==> config.mk <==
export PLATFORM = sky130hd
export DESIGN_NAME = hazard_sched
export DESIGN_NICKNAME = d
export VERILOG_FILES = /design/src/rtl/hazard_sched.sv
export SDC_FILE = /design/constraint.sdc
export NUM_CORES = 1
export LEC_CHECK = 0
export BUFFER_PORTS_ARGS = -buffer_cell sky130_fd_sc_hd__buf_4
export CAP_MARGIN = 20
export CORE_UTILIZATION = 54
export CTS_BUF_LIST = sky130_fd_sc_hd__clkbuf_8
export DETAILED_ROUTE_END_ITERATION = 7
export PLACE_DENSITY = 0.8
export SYNTH_ARGS = -nofsm -noshare
export SYNTH_HDL_FRONTEND = slang
export SYNTH_SLANG_ARGS = --single-unit
export TNS_END_PERCENT = 30
==> constraint.sdc <==
create_clock -name clk -period 2.9 [get_ports clk]
set_input_delay 0 -clock clk [delete_from_list [all_inputs] [get_ports clk]]
set_output_delay 0 -clock clk [all_outputs]
set_load 0.05 [all_outputs]
==> src/rtl/hazard_sched.sv <==
// rtl/hazard_sched.sv - load-use / early-branch hazard scheduler with forwarding selects
// Ports:
//   clk, rstn                      clock, async active-low reset
//   id_valid, id_rs1/2, id_use_rs1/2, id_rd, id_reg_write, id_mem_read,
//   id_early, id_pc_src            decoded ID-stage instruction
//   stall, flush_if_id             pipeline control (combinational)
//   rs1/2_fwd_id                   ID operand select (combinational)
//   rs1/2_fwd_ex                   EX operand select (registered)
//   stall_cnt, flush_cnt           saturating event counters
//   hold_err                       sticky over-long stall flag
module hazard_sched (
  input  logic        clk,
  input  logic        rstn,
  input  logic        id_valid,
  input  logic [4:0]  id_rs1,
  input  logic [4:0]  id_rs2,
  input  logic        id_use_rs1,
  input  logic        id_use_rs2,
  input  logic [4:0]  id_rd,
  input  logic        id_reg_write,
  input  logic        id_mem_read,
  input  logic        id_early,
  input  logic        id_pc_src,
  output logic        stall,
  output logic        flush_if_id,
  output logic [1:0]  rs1_fwd_id,
  output logic [1:0]  rs2_fwd_id,
  output logic [1:0]  rs1_fwd_ex,
  output logic [1:0]  rs2_fwd_ex,
  output logic [15:0] stall_cnt,
  output logic [15:0] flush_cnt,
  output logic        hold_err
);

  typedef struct packed {
    logic       v;
    logic [4:0] rd;
    logic       rw;
    logic       ld;
  } slot_t;

  typedef enum logic {RUN, HOLD} state_t;

  slot_t       ex_q, ex_d, mem_q, mem_d, wb_q, wb_d;
  state_t      state_q, state_d;
  logic [1:0]  hold_cnt_q, hold_cnt_d;
  logic        hold_err_q, hold_err_d;
  logic [15:0] stall_cnt_q, stall_cnt_d;
  logic [15:0] flush_cnt_q, flush_cnt_d;
  logic [1:0]  rs1_fwd_ex_q, rs1_fwd_ex_d;
  logic [1:0]  rs2_fwd_ex_q, rs2_fwd_ex_d;

  // x0 is hardwired zero, so a write to it never creates a dependency.
  function automatic logic hit(slot_t s, logic [4:0] src, logic use_src);
    return use_src & s.v & s.rw & (s.rd != 5'd0) & (s.rd == src);
  endfunction

  function automatic logic [1:0] sel_id(slot_t m, slot_t w, logic [4:0] src, logic use_src);
    if (hit(m, src, use_src) && !m.ld) return 2'b01;
    else if (hit(w, src, use_src))     return 2'b10;
    else                               return 2'b00;
  endfunction

  // Encoding is relative to where the ID instruction will sit after the edge:
  // today's MEM producer will be in WB, today's EX producer in MEM.
  function automatic logic [1:0] sel_ex(slot_t e, slot_t m, logic [4:0] src, logic use_src);
    if (hit(m, src, use_src))              return 2'b10;
    else if (hit(e, src, use_src) && !e.ld) return 2'b01;
    else                                    return 2'b00;
  endfunction

  logic ex_hit, ex_ld_hit, mem_ld_hit;

  always_comb begin
    ex_hit     = hit(ex_q, id_rs1, id_use_rs1) | hit(ex_q, id_rs2, id_use_rs2);
    ex_ld_hit  = ex_hit & ex_q.ld;
    mem_ld_hit = (hit(mem_q, id_rs1, id_use_rs1) | hit(mem_q, id_rs2, id_use_rs2)) & mem_q.ld;

    // Early consumers need the value in ID, so any producer still in EX and
    // a load still in MEM are both too late.
    stall       = id_valid & (id_early ? (ex_hit | mem_ld_hit) : ex_ld_hit);
    flush_if_id = id_valid & id_pc_src & ~stall;
    rs1_fwd_id  = sel_id(mem_q, wb_q, id_rs1, id_use_rs1);
    rs2_fwd_id  = sel_id(mem_q, wb_q, id_rs2, id_use_rs2);
  end

  always_comb begin
    ex_d         = stall ? '0 : {id_valid, id_rd, id_reg_write, id_mem_read};
    mem_d        = ex_q;
    wb_d         = mem_q;
    rs1_fwd_ex_d = stall ? 2'b00 : sel_ex(ex_q, mem_q, id_rs1, id_use_rs1);
    rs2_fwd_ex_d = stall ? 2'b00 : sel_ex(ex_q, mem_q, id_rs2, id_use_rs2);
    stall_cnt_d  = (stall && stall_cnt_q != 16'hFFFF) ? stall_cnt_q + 16'd1 : stall_cnt_q;
    flush_cnt_d  = (flush_if_id && flush_cnt_q != 16'hFFFF) ? flush_cnt_q + 16'd1 : flush_cnt_q;
    // Counter value equals the number of stall cycles already spent, so it
    // reads 3 on the fourth consecutive stall.
    hold_err_d   = hold_err_q | (stall & (hold_cnt_q == 2'd3));
  end

  always_comb begin
    state_d    = state_q;
    hold_cnt_d = hold_cnt_q;
    case (state_q)
      RUN: begin
        hold_cnt_d = 2'd0;
        if (stall) begin
          state_d    = HOLD;
          hold_cnt_d = 2'd1;
        end
      end
      HOLD: begin
        if (stall) begin
          hold_cnt_d = (hold_cnt_q == 2'd3) ? 2'd3 : hold_cnt_q + 2'd1;
        end else begin
          state_d    = RUN;
          hold_cnt_d = 2'd0;
        end
      end
      default: begin
        state_d    = RUN;
        hold_cnt_d = 2'd0;
      end
    endcase
  end

  always_ff @(posedge clk or negedge rstn) begin
    if (!rstn) begin
      ex_q         <= '0;
      mem_q        <= '0;
      wb_q         <= '0;
      state_q      <= RUN;
      hold_cnt_q   <= 2'd0;
      hold_err_q   <= 1'b0;
      stall_cnt_q  <= 16'd0;
      flush_cnt_q  <= 16'd0;
      rs1_fwd_ex_q <= 2'b00;
      rs2_fwd_ex_q <= 2'b00;
    end else begin
      ex_q         <= ex_d;
      mem_q        <= mem_d;
      wb_q         <= wb_d;
      state_q      <= state_d;
      hold_cnt_q   <= hold_cnt_d;
      hold_err_q   <= hold_err_d;
      stall_cnt_q  <= stall_cnt_d;
      flush_cnt_q  <= flush_cnt_d;
      rs1_fwd_ex_q <= rs1_fwd_ex_d;
      rs2_fwd_ex_q <= rs2_fwd_ex_d;
    end
  end

  assign rs1_fwd_ex = rs1_fwd_ex_q;
  assign rs2_fwd_ex = rs2_fwd_ex_q;
  assign stall_cnt  = stall_cnt_q;
  assign flush_cnt  = flush_cnt_q;
  assign hold_err   = hold_err_q;

endmodule

==> key figures <==
Critical path
  • Crit path capture: stall
  • Slowest cell delay on critical path: 0.45 ns
  • Maximum fanout along the worst path: 20
  • Max stage delay cell, worst path: sky130_fd_sc_hd__dfrtp_1
  • Cell count along the critical path: 9
  • Setup crit start: mem_q[2]$_DFF_PN0_
  • Worst endpoint data arrival time: 2.62 ns
  • Flop-to-flop setup slack: roughly 0.5 ns
  • Launching element type of the critical path: flip-flop
  • Startpoint of the most critical register-to-register path: mem_q[2]$_DFF_PN0_
  • Buf+Inv Stages, Crit Path: 3
  • Worst R2R End: flush_cnt[1]$_DFFE_PN0P_
  • Worst setup path class: flip-flop to output port
  • Cells on worst reg2reg path: 8
  • Ordered list of cells on the worst path: xor2_1 > nor4_1 > and3_1 > nor2_1 > o32ai_2 > buf_6 > nand2_2 > inv_1 > buf_4
  • Type of element capturing the critical path: output port
  • Delay-heaviest family, CP: simple AND/OR/NAND/NOR gates
  • Worst path required time: around 2.9 ns

Timing
  • Summed negative setup slack over all endpoints: 0 ns
  • Hold violation count in the final report: 0
  • Slew at the pin closest to its max-slew limit: 0.773 ns
  • Post-route minimum period: ~2.6 ns
  • Peak clock frequency supported by timing: 381 MHz
  • RSZ-0062 raised after global routing: false
  • Clock skew: between 0.008 and 0.009 ns
  • Setup violators final: 0
  • Final Cycle Share: 0.904
  • Slew HR: 0.484
  • Count of final max-slew check failures: 0

Synthesis
  • Sequential cell area fraction in the yosys report: 0.523
  • Count of unique library cells instantiated by Yosys: 37
  • Number of enable-type register cells in the synthesized netlist: 0
  • Dominant cells by area after synthesis: sky130_fd_sc_hd__dfrtp_1, sky130_fd_sc_hd__xor2_1, sky130_fd_sc_hd__xnor2_1
  • Area of the mapped netlist: 0.00301 mm²
  • Most instantiated flip-flop cell in the synthesis netlist: sky130_fd_sc_hd__dfrtp_1
  • Library cell with the largest summed area after synthesis: sky130_fd_sc_hd__dfrtp_1
  • Async set or reset register ratio after synthesis: 1.00
  • Syn avg cell area: between 10 and 15 µm²
  • Gate count after technology mapping: between 200 and 300
  • Number of synthesized register bits: 63
  • Syn. warnings: 0
  • Share of the synthesized area in the top cell type: 0.523
  • Net count after synthesis: 292

Clock network
  • Clock tree from TritonCTS: yes
  • Clock tree root buffer cell: sky130_fd_sc_hd__clkbuf_8
  • CTS H-tree lvls: 3
  • Clock latency reported for the late side of the worst-skew pair: 0.34 ns
  • Clk sinks: 63
  • Clock input transition at the sequential cells of the worst setup and hold paths: 0.06 ns
  • Inserted Clock Buffers: 9
  • Deepest clock path buffer count: 2

Finish
  • Layout Cells excl Fill: 422
  • Layout Area Growth over Synthesis: 27.8%
  • # nets final: between 300 and 400
  • # diodes: 0
  • End-of-flow core utilization: 0.735
  • Share of final-layout standard cells stronger than drive strength 1: 0.295
  • Filler cells: 386

Die
  • Number of top-level design ports: 67
  • Starting Density: 0.575
  • Die area: 0.00588 mm²
  • Vertical die dimension: 76.7 µm
  • Die width: ~77 µm
  • Area of the core region: 0.00524 mm²
  • Core Rows: 26

Detailed routing
  • Routed wirelength normalized by instance count: 16.1 µm
  • Remaining routing DRC violations: 0
  • Pre-Repair DR Iteration Count: 4
  • Vias per cell: 5.56
  • Sum of routed wire length over all layers: around 6800 µm
  • Via count of the routed design: 2345
  • Number of DRC markers in iteration 0: 153
  • Count of nets left with antenna violations after detail routing: 0

Status
  • Outcome: finished clean

Run
  • Max-Cap Viols: 0

GRT
  • GRT Overall Usage: 0.255
  • Grt ovf: 0
  • Largest net degree at the start of global routing: 64
  • Global-route wire length before repair: 11500 µm
  • Initial antenna violation count: 0
  • Via count of the first global-routing pass: 2402

Pwr
  • Largest voltage drop on the vdd net: about 670 µV
  • Leak pwr: 1.80 nW
  • Power density over the cells: 591 mW/mm²

Placed design
  • Number of I/O port buffers: between 60 and 70
  • Hpwl dp: 4790 µm
  • RD Place Congestion: 0.865
  • # placed instances: 399

Worst hold path
  • Hold Path Class: primary input to flip-flop
## power breakdown
group / switching, mW / total, mW / internal, mW
combinational: 0.311 / 0.480 / 0.169
clock: 0.328 / 0.763 / 0.434
sequential: 0.0875 / 1.03 / 0.947
total: 0.727 / 2.28 / 1.55
## sequential cells by signal (all words and copies together), names as in the netlist
signal and cells:
flush_cnt 16, stall_cnt 16, ex_q 8, mem_q 8, wb_q 7, hold_cnt_q 2
rs1_fwd_ex 2, rs2_fwd_ex 2, hold_err 1, state_q 1
## cell type report
class,instances,area [µm²],share of cell area
flip-flops and latches,63,1580,0.409
multi-input cells,194,1380,0.357
repair buffers,77,602,0.156
clock buffers,11,151,0.0393
well taps,70,87.6,0.0227
clock inverters,4,46.3,0.0120
inverters,3,11.3,0.00292
## worst min path at each step
stage                     cells after the start                       end  slack (ns)      from
after floorplan                               0         ex_q[0]$_DFF_PN0_       -0.30      rstn
after global placement                        1  stall_cnt[0]$_DFFE_PN0P_        0.13      rstn
after detailed placement                      1  stall_cnt[0]$_DFFE_PN0P_        0.13      rstn
after CTS                                     3         ex_q[7]$_DFF_PN0_       0.003  id_valid
after global routing                          3   rs1_fwd_ex[0]$_DFF_PN0_        0.05  id_valid
final                                         3         ex_q[7]$_DFF_PN0_        0.02  id_valid
## routing by layer
layer,GRT usage,routed length (µm),vias up
li1,-,-,1104
met1,0.330,3030,1149
met2,0.409,3290,79
met3,0.0452,334,13
met4,0.135,150,0
met5,0,0,-
## cells by family (layout without fill, tap and decap cells)
family	after synthesis	after routing	synth area share
flops	63	63	0.523
xor+xnor	57	57	0.166
compound gates	14	14	0.0415
simple gates	116	116	0.222
buf+inv	9	95	0.0208
fa+ha+maj	2	2	0.00830
mux	5	5	0.0187
## worst register-to-register path: stages (launching register included)
cell                      delay [ns]
sky130_fd_sc_hd__dfrtp_1        0.45
sky130_fd_sc_hd__xor2_1         0.17
sky130_fd_sc_hd__nor4_1         0.28
sky130_fd_sc_hd__and3_1         0.26
sky130_fd_sc_hd__nor2_1         0.07
sky130_fd_sc_hd__o32ai_2        0.28
sky130_fd_sc_hd__buf_6          0.25
sky130_fd_sc_hd__or3_1          0.19
sky130_fd_sc_hd__mux2_2         0.34
## Yosys cell counts, types with 2 or more instances
| cell | n |
|---|---|
| sky130_fd_sc_hd__and2_1 | 8 |
| sky130_fd_sc_hd__and3_1 | 8 |
| sky130_fd_sc_hd__buf_2 | 4 |
| sky130_fd_sc_hd__dfrtp_1 | 63 |
| sky130_fd_sc_hd__ha_1 | 2 |
| sky130_fd_sc_hd__inv_1 | 3 |
| sky130_fd_sc_hd__mux2_2 | 5 |
| sky130_fd_sc_hd__nand2_1 | 21 |
| sky130_fd_sc_hd__nand3_1 | 18 |
| sky130_fd_sc_hd__nand4_1 | 10 |
| sky130_fd_sc_hd__nor2_1 | 16 |
| sky130_fd_sc_hd__nor3_1 | 6 |
| sky130_fd_sc_hd__nor4_1 | 13 |
| sky130_fd_sc_hd__nor4_2 | 5 |
| sky130_fd_sc_hd__o211a_1 | 2 |
| sky130_fd_sc_hd__o211ai_1 | 2 |
| sky130_fd_sc_hd__o21ai_0 | 3 |
| sky130_fd_sc_hd__or4_1 | 2 |
| sky130_fd_sc_hd__or4_4 | 2 |
| sky130_fd_sc_hd__xnor2_1 | 20 |
| sky130_fd_sc_hd__xor2_1 | 37 |
## per-stage QoR
step	setup WS, ns	hold WS, ns	area, µm²	power (mW)
2_1_floorplan	0.268	-0.296	3010	1.34
3_3_place_gp	0.585	0.125	3570	1.51
3_5_place_dp	0.473	0.127	3570	1.52
4_1_cts	0.121	0.00252	3840	2.28
5_1_grt	0.108	0.0490	3850	2.36
6_report	0.278	0.0247	3850	2.28
## what timing repair did
action                                  in CTS  in global routing
endpoints found under the setup margin       0                  1
hold endpoints to repair                    70                  0
hold buffers                                 8                  0
buffers inserted                             0                  0
gates resized for setup                      0                  2
## placed cells by master (no fill, tap or decap), drive strengths merged, types with 6 or more instances in the layout
cell type and instances:
dfrtp 63, xor2 37, nand4 10, nor3 6, and2 8, nand2 21, clkbuf 11, buf 69
xnor2 20, dlygate4sd3 8, nand3 18, and3 8, nor4 19, nor2 16
Power figures use the tool's default switching activity.
